--- src/rtl/alu_mc.sv ---
// Multi-cycle ALU: add/sub/logic/mov in one EXEC cycle, bit-serial shifts, optional shift-add MUL (ALU_MC_MUL_EN).
// Latency: done 2 cycles after the start edge; shifts N+1 (N>0), MUL WIDTH+1.
// Backpressure: start is ignored while busy; no queuing, res/out_flg hold until the next done.
module alu_mc #(
    parameter int WIDTH = 16
) (
    input  logic             clk,
    input  logic             rst,
    input  logic             start,
    input  logic [3:0]       opcode,
    input  logic [WIDTH-1:0] arg1,
    input  logic [WIDTH-1:0] arg2,
    input  logic [4:0]       in_flg,
    input  logic             block_cy_ov,
    output logic             busy,
    output logic             done,
    output logic [WIDTH-1:0] res,
    output logic [4:0]       out_flg
);
    localparam int SW = $clog2(WIDTH);
    localparam int CW = SW + 1;

    typedef enum logic [1:0] {IDLE, EXEC, DONE} state_t;
    state_t state, state_nxt;

    logic [3:0]       op_q;
    logic [WIDTH-1:0] a_q, b_q;
    logic             flg_cy_q, flg_ov_q, blk_q;
    logic [CW-1:0]    cnt, cnt_ld;
    logic             accept, fin;
    logic [WIDTH-1:0] r_val, sh_val;
    logic             cy_val, ov_val, sh_out, extra;
    logic [WIDTH:0]   sum, dif;
    logic [4:0]       flg_val;
    logic             unused_flg;

    // Z, S and P of the incoming flags never feed the result.
    assign unused_flg = ^{in_flg[4], in_flg[2:1]};

    assign accept = start && (state != EXEC);
    // cnt is 0 for single-cycle ops, so they always finish on the first EXEC cycle.
    assign fin    = (cnt <= CW'(1));
    assign busy   = (state == EXEC);
    assign done   = (state == DONE);

    assign extra = blk_q & flg_cy_q;
    assign sum   = {1'b0, a_q} + {1'b0, b_q} + {{WIDTH{1'b0}}, extra};
    assign dif   = {1'b0, a_q} - {1'b0, b_q} - {{WIDTH{1'b0}}, extra};
    assign {sh_out, sh_val} = op_q[0] ? {a_q[0], 1'b0, a_q[WIDTH-1:1]} : {a_q, 1'b0};

`ifdef ALU_MC_MUL_EN
    logic [WIDTH-1:0] mul_hi, mul_hi_nxt, mul_lo_nxt;
    logic [WIDTH:0]   mul_sum;
    // Product lives in {mul_hi, b_q}; the multiplier shifts out of b_q as the product shifts in.
    assign mul_sum    = {1'b0, mul_hi} + {1'b0, (b_q[0] ? a_q : {WIDTH{1'b0}})};
    assign mul_hi_nxt = mul_sum[WIDTH:1];
    assign mul_lo_nxt = {mul_sum[0], b_q[WIDTH-1:1]};
`endif

    always_comb begin
        cnt_ld = '0;
        if (opcode == 4'd8 || opcode == 4'd9)
            cnt_ld = CW'(arg2[SW-1:0]);
`ifdef ALU_MC_MUL_EN
        if (opcode == 4'd10)
            cnt_ld = CW'(WIDTH);
`endif
    end

    always_comb begin
        r_val  = b_q;
        cy_val = flg_cy_q;
        ov_val = flg_ov_q;
        case (op_q)
            4'd0: begin
                r_val  = sum[WIDTH-1:0];
                cy_val = sum[WIDTH];
                ov_val = (a_q[WIDTH-1] == b_q[WIDTH-1]) && (sum[WIDTH-1] != a_q[WIDTH-1]);
            end
            4'd1: begin
                r_val  = dif[WIDTH-1:0];
                cy_val = dif[WIDTH];
                ov_val = (a_q[WIDTH-1] != b_q[WIDTH-1]) && (dif[WIDTH-1] != a_q[WIDTH-1]);
            end
            4'd2: begin r_val = a_q & b_q; cy_val = 1'b0; ov_val = 1'b0; end
            4'd3: begin r_val = a_q | b_q; cy_val = 1'b0; ov_val = 1'b0; end
            4'd4: begin r_val = a_q ^ b_q; cy_val = 1'b0; ov_val = 1'b0; end
            4'd5: begin r_val = ~a_q;      cy_val = 1'b0; ov_val = 1'b0; end
            4'd8, 4'd9: begin
                r_val  = (cnt == '0) ? a_q : sh_val;
                cy_val = (cnt != '0) && sh_out;
                ov_val = 1'b0;
            end
`ifdef ALU_MC_MUL_EN
            4'd10: begin r_val = mul_lo_nxt; cy_val = |mul_hi_nxt; ov_val = 1'b0; end
`endif
            default: ;
        endcase
        if (blk_q) begin
            cy_val = flg_cy_q;
            ov_val = flg_ov_q;
        end
        flg_val = {~|r_val, cy_val, r_val[WIDTH-1], ^r_val, ov_val};
    end

    always_comb begin
        state_nxt = state;
        case (state)
            IDLE:    if (start) state_nxt = EXEC;
            EXEC:    if (fin)   state_nxt = DONE;
            DONE:    state_nxt = start ? EXEC : IDLE;
            default: state_nxt = IDLE;
        endcase
    end

    always_ff @(posedge clk or posedge rst) begin
        if (rst) state <= IDLE;
        else     state <= state_nxt;
    end

    always_ff @(posedge clk or posedge rst) begin
        if (rst) begin
            op_q     <= '0;
            a_q      <= '0;
            b_q      <= '0;
            flg_cy_q <= 1'b0;
            flg_ov_q <= 1'b0;
            blk_q    <= 1'b0;
            cnt      <= '0;
            res      <= '0;
            out_flg  <= '0;
`ifdef ALU_MC_MUL_EN
            mul_hi   <= '0;
`endif
        end else if (accept) begin
            op_q     <= opcode;
            a_q      <= arg1;
            b_q      <= arg2;
            flg_cy_q <= in_flg[3];
            flg_ov_q <= in_flg[0];
            blk_q    <= block_cy_ov;
            cnt      <= cnt_ld;
`ifdef ALU_MC_MUL_EN
            mul_hi   <= '0;
`endif
        end else if (state == EXEC) begin
            if (fin) begin
                res     <= r_val;
                out_flg <= flg_val;
            end else begin
                cnt <= cnt - CW'(1);
                if (op_q == 4'd8 || op_q == 4'd9)
                    a_q <= sh_val;
`ifdef ALU_MC_MUL_EN
                if (op_q == 4'd10) begin
                    mul_hi <= mul_hi_nxt;
                    b_q    <= mul_lo_nxt;
                end
`endif
            end
        end
    end
endmodule

--- config.mk ---
export PLATFORM = sky130hd
export DESIGN_NAME = alu_mc
export DESIGN_NICKNAME = d
export VERILOG_FILES = /design/src/rtl/alu_mc.sv
export SDC_FILE = /design/constraint.sdc
export NUM_CORES = 1
export LEC_CHECK = 0
export ABC_AREA = 1
export BUFFER_PORTS_ARGS = -buffer_cell sky130_fd_sc_hd__buf_2
export CAP_MARGIN = 20
export CORE_ASPECT_RATIO = 0.7
export CORE_MARGIN = 3
export CORE_UTILIZATION = 35
export DETAILED_ROUTE_END_ITERATION = 8
export GPL_ROUTABILITY_DRIVEN = 0
export HOLD_SLACK_MARGIN = 0.15
export PLACE_DENSITY = 0.56
export SYNTH_ARGS = -nofsm -noshare
export SYNTH_HDL_FRONTEND = slang
export SYNTH_SLANG_ARGS = --single-unit
--- constraint.sdc ---
create_clock -name clk -period 6.75 [get_ports clk]
set_input_delay 1.35 -clock clk [delete_from_list [all_inputs] [get_ports clk]]
set_output_delay 1.35 -clock clk [all_outputs]
set_load 0.02 [all_outputs]
; ---- Yosys cells after proc, flatten, opt, wreduce, memory -nomap -nowiden
; Cells that the tools add are included.
[word_totals]
mem_bits_rw = 0
in_bits = 45
romBits = 0
memories = 0
latchBits = 0
reg_bits = 67
elab_cells = 82
[classes]
div = 0
n_lt_le_gt_ge = 1
n_reduce_logical = 22
bitwise_logic = 6
add_sub_neg = 5
muxes = 19
multipliers = 0
shift = 0
n_eq_ne = 19
[ops]
columns = cell, count
row1 = 16-bit case mux with 7 select lines, 1
row2 = 16-bit 2-to-1 mux, 5
row3 = 16-bit by 16-bit adder with 17-bit output, 1
row4 = 17-bit by 1-bit adder with 17-bit output, 1
row5 = 17-bit 2-to-1 mux, 1
row6 = 16-bit by 16-bit subtractor with 17-bit output, 1
row7 = 17-bit by 1-bit subtractor with 17-bit output, 1
row8 = 16-bit AND, 1
row9 = 4-bit == test (second input constant), 4
row10 = 16-bit NOT, 1
row11 = 16-bit OR, 1
row12 = 16-bit OR reduction, 1
row13 = 16-bit XOR reduction, 1
row14 = 16-bit XOR, 1
row15 = 5-bit 2-to-1 mux, 3
row16 = 4-bit by 2-bit == test with 1-bit output (second input constant), 2
row17 = 4-bit by 3-bit == test with 1-bit output (second input constant), 2
row18 = 2-bit case mux with 3 select lines, 1
row19 = 3-bit AND reduction, 2
row20 = 6-bit OR reduction, 1
row21 = 5-bit by 1-bit <= comparator with 1-bit output (second input constant), 1
row22 = 5-bit logical NOT, 1
row23 = 5-bit nonzero test, 1
row24 = 5-bit by 1-bit subtractor with 5-bit output (second input constant), 1
row25 = other kinds (23), 36

; ---- Longest topological paths before layout
[depth]
depth_word = 6
ltp_mapped = 20
mapped_depth_nobuf = 20

; ---- Worst setup path before layout
; No wires, ideal clock.
[synth_timing]
path_type = flip-flop to flip-flop
from = register a_q[0]
to = register out_flg[1]
arrival_ps = 2865
required_ps = 6622
setup_slack_ps = 3758
path_stages_with_launch = 20
setup_time_ps = 128
synth_period_minus_slack_ps = 2992
cell_sequence = dfrtp_1 > fa_1 > fa_1 > inv_1 > nand2_1 > nand2_1 > nand2_1 > nand2_1 > nand2_1 > nand2_1 > nand2_1 > nand2_1 > nand3_1 > nand3_1 > nand2_1 > ha_1 > xor2_1 > xor2_1 > xnor2_1 > o21ai_0
[synth_via]
elab_chain_len = 4
word_cells_on_any_way = 12
cone_classes = 4 x add/sub / 3 x mux / 4 x bitwise / 1 x reduce/logical
[synth_lines]
columns = item, line
row1 = "start, declared", 27  ; logic [WIDTH-1:0] a_q, b_q;
row2 = "start signal, assigned", 137  ; a_q <= arg1;
row3 = "start signal, assigned", 153  ; a_q <= sh_val;
row4 = 16-bit by 16-bit subtractor with 17-bit output (tied with other cells), 48  ; assign dif = {1'b0, a_q} - {1'b0, b_q} - {{WIDTH{1'b0}}, extra};
row5 = 17-bit by 1-bit subtractor with 17-bit output (tied with other cells), 48
row6 = 16-bit case mux with 7 select lines (*), 74  ; case (op_q)
row7 = 16-bit XOR reduction (*), 103  ; flg_val = {~|r_val, cy_val, r_val[WIDTH-1], ^r_val, ov_val};
row8 = "end signal, assigned", 149  ; out_flg <= flg_val;
row9 = "end, declared", 18  ; output logic [4:0] out_flg
; Every way passes the cells marked *; elsewhere a longest branch is shown, timed or not.
; A chain may end at the register's enable or synchronous reset.

; ---- Worst setup path after layout
[layout_timing]
from = register flg_cy_q
to = register out_flg[1]
[layout_via]
elab_chain_len = 4
word_cells_on_any_way = 5
cone_classes = 2 x add/sub / 1 x mux / 1 x bitwise / 1 x reduce/logical
[layout_lines]
columns = item, line
row1 = "start, declared", 28  ; logic flg_cy_q, flg_ov_q, blk_q;
row2 = "start signal, assigned", 139  ; flg_cy_q <= in_flg[3];
row3 = 1-bit AND (*), 46  ; assign extra = blk_q & flg_cy_q;
row4 = 17-bit by 1-bit subtractor with 17-bit output / 17-bit by 1-bit adder with 17-bit output (equally long branches), "48, 47"
row5 = 16-bit case mux with 7 select lines (*), 74
row6 = 16-bit XOR reduction (*), 103
; Marked as above.

==> out/summary.txt <==
All-Layer GR Usage - 22.3%
Adder-cell share of the synthesized area - 14.9%
Chip height - 121 µm
Post-synth net total - 1157
Row Count - 41
Crit Reg-Reg Startpoint - flg_cy_q$_DFFE_PP0P_
Commonest cells after routing, fill and taps aside - 319 x nand2_1, 146 x inv_1, 94 x o21ai_0
# IOs - 68
Worst hold margin - 0.475 ns
Worst setup EP type - register
TritonCTS Buffers - 9
Clk_skew - 0.00528 ns
Slew Viols, Final - 0
Worst R2R End - out_flg[1]$_DFFE_PP0P_
Fin crit period - 3.68 ns
Most common cell after layout, fill and taps aside - nand2_1
Largest family of logic cells by synthesized area - simple AND/OR/NAND/NOR gates
1st-pass router iterations - 6
Synth Area in XOR/XNOR - 0.930%
Post-route DRC - 0
RSZ-0062 raised after global routing - no
Hold_buf cts - 0
Routed vias/inst - 5.14
# port buffers - 64
Register area share after synthesis - 25.0%
Post-synth top area share - 25.0%
Period utilization - 54.5%
Global-route wire length before repair - 35600 µm
Largest net degree at the start of global routing - 67
Worst rel slew slack - 34.4%
Area leader, netlist - dfrtp_1
Compound-Gate Fraction of Synth Area - 16.2%
Post-DRT Antenna Nets - 0
CTS tree - done
CTS sink count - 66
Fin. Hold Viols - 0
Fraction of the mapped netlist area in simple logic gates - 32.0%
Avg Inst Size Synth - 6.37 µm²
Worst r2r path cells - 20
Vias - 6834
Crit path launch type - register
Worst Tran Pin Value - 0.977 ns
Setup TNS - 0 ns
Initial antenna violation count - 0
Core ar. - 18300 µm²
Vias in the first global route - 6356
Critical path class - reg2reg
Synth area leaders - dfrtp_1 25%, nand2_1 18%, ha_1 14%, inv_1 8.4%, o21ai_0 7.1%
Startpoint of the lowest-slack hold path - res[9]$_DFFE_PP0P_
Cell area after synthesis - 6600 µm²
Number of max-cap violations - 0
Worst Hold End - res[9]$_DFFE_PP0P_
Syn-to-layout area delta - 12.4%
CTS max path bufs - 2
Synth Instances - 1036
Post-DR wirelength/cell - 16.9 µm
DR iter-0 viols - 593
Final setup violation count - 0
Clk pin slew, worst setup/hold paths - 0.06 ns
Hold-critical path depth - 2
Maximum fanout along the worst path - 4
Final-stage net count - 1210
Post-CTS Setup Bufs - 0
DRT Wirelength - 22500 µm
R2r setup slk - 3.07 ns
Clock latency on the worst-skew pair - 0.34 ns
Worst Path Arrival - 3.88 ns
Die area - 20600 µm²
Mux share of post-synthesis cell area - 0%
Synthesis Warnings - 0
Status - completed
Starting Density - 36.1%
Yosys reg bits - 66
Sequential Area - 1650 µm²
Share of post-route cells with drive strength above 1 - 10.1%
Area of the multi-input gates - 4230 µm²
Max H-tree Level - 3
Synth cell types - 35
Post-cts sizing count - 0
Worst Path Required - 6.95 ns
Root Buffer - clkbuf_16
Die width - 170 µm
# fillers - 2001
DP Wirelength - 17200 µm
GRT overflow - 0
Hold Crit Class - reg2reg
Ant diodes - 0
Fmax - 0.272 GHz
cell type report:
type                            instances  area share, %
Multi-Input combinational cell        785           57.0
Sequential cell                        66           22.3
Inverter                              156           7.90
Timing Repair Buffer                   71           5.13
Tap cell                              236           3.98
Clock buffer                           12           3.32
Clock inverter                          4          0.371
Yosys cell counts (all sizes together):
cell type and instances:
a211oi 6, a21o 1, a21oi 50, buf 18, clkbuf 11, dfrtp 66, fa 4, ha 72
inv 156, nand2 322, nand3 78, nand3b 9, nand4 6, nor2 70, nor3 10, nor3b 1
o211ai 19, o21ai 110, o21bai 1, o22ai 9, o31ai 1, or2 9, xnor2 5, xor2 2
routing by layer:
| layer | GRT usage, % | share of wire, % | up-vias |
|---|---|---|---|
| met2 | 30.7 | 39 | 226 |
| met4 | 5.02 | 1.9 | 0 |
| met3 | 5.50 | 8.4 | 29 |
| li1 | - | - | 3455 |
| met5 | 0 | 0 | - |
| met1 | 34.4 | 51 | 3124 |
logic make-up (layout without fill, tap and decap cells):
kind of cell,count (synthesis),in the layout
simple gates,505,505
fa+ha+maj,76,76
flops,66,66
buf+inv,185,243
xor+xnor,7,7
compound gates,197,197
registers in the layout (all words and copies together), names as in the netlist:
register	cells
op_q	4
flg_ov_q	1
state	2
b_q	16
res	15
cnt	5
blk_q	1
out_flg	5
a_q	16
flg_cy_q	1
worst max-delay path by stage:
stage,endpoint,startpoint,depth (start not counted)
after floorplan,a_q[0]$_DFFE_PP0P_,rst,1
after global placement,out_flg[1]$_DFFE_PP0P_,op_q[0]$_DFFE_PP0P_,14
after detailed placement,out_flg[1]$_DFFE_PP0P_,op_q[0]$_DFFE_PP0P_,14
after CTS,out_flg[1]$_DFFE_PP0P_,op_q[0]$_DFFE_PP0P_,14
after global routing,out_flg[1]$_DFFE_PP0P_,flg_cy_q$_DFFE_PP0P_,20
final,out_flg[1]$_DFFE_PP0P_,flg_cy_q$_DFFE_PP0P_,20
per-stage QoR:
stage | worst slack [ns] | cell area, µm² | utilization [%] | cells
after floorplan | 3.75 | 6600 | - | 1036
after global placement | 3.06 | 7130 | 39.0 | 1313
after detailed placement | 3.05 | 7130 | 39.0 | 1313
after CTS | 3.02 | 7400 | 40.5 | 1329
after global routing | 2.81 | 7420 | 40.6 | 1330
final | 3.07 | 7420 | 40.6 | 1330
critical path, cell delays in order (launching register included):
cell and delay, ns:
dfrtp_1 0.41, nand2_1 0.17, inv_1 0.07, fa_1 0.53, inv_1 0.06, ha_1 0.16
o21ai_0 0.19, nand2_1 0.15, nand2_1 0.10, nand2_1 0.19, nand2_1 0.14, nand2_1 0.06
nand2_1 0.06, nand3_1 0.14, nand3_1 0.17, nand2_1 0.08, ha_1 0.29, xnor2_1 0.17
xor2_1 0.21, xnor2_1 0.14, o21ai_0 0.08
Power is not shown: default switching activity piles up to over one toggle a cycle in this logic, so the estimate is an artifact.
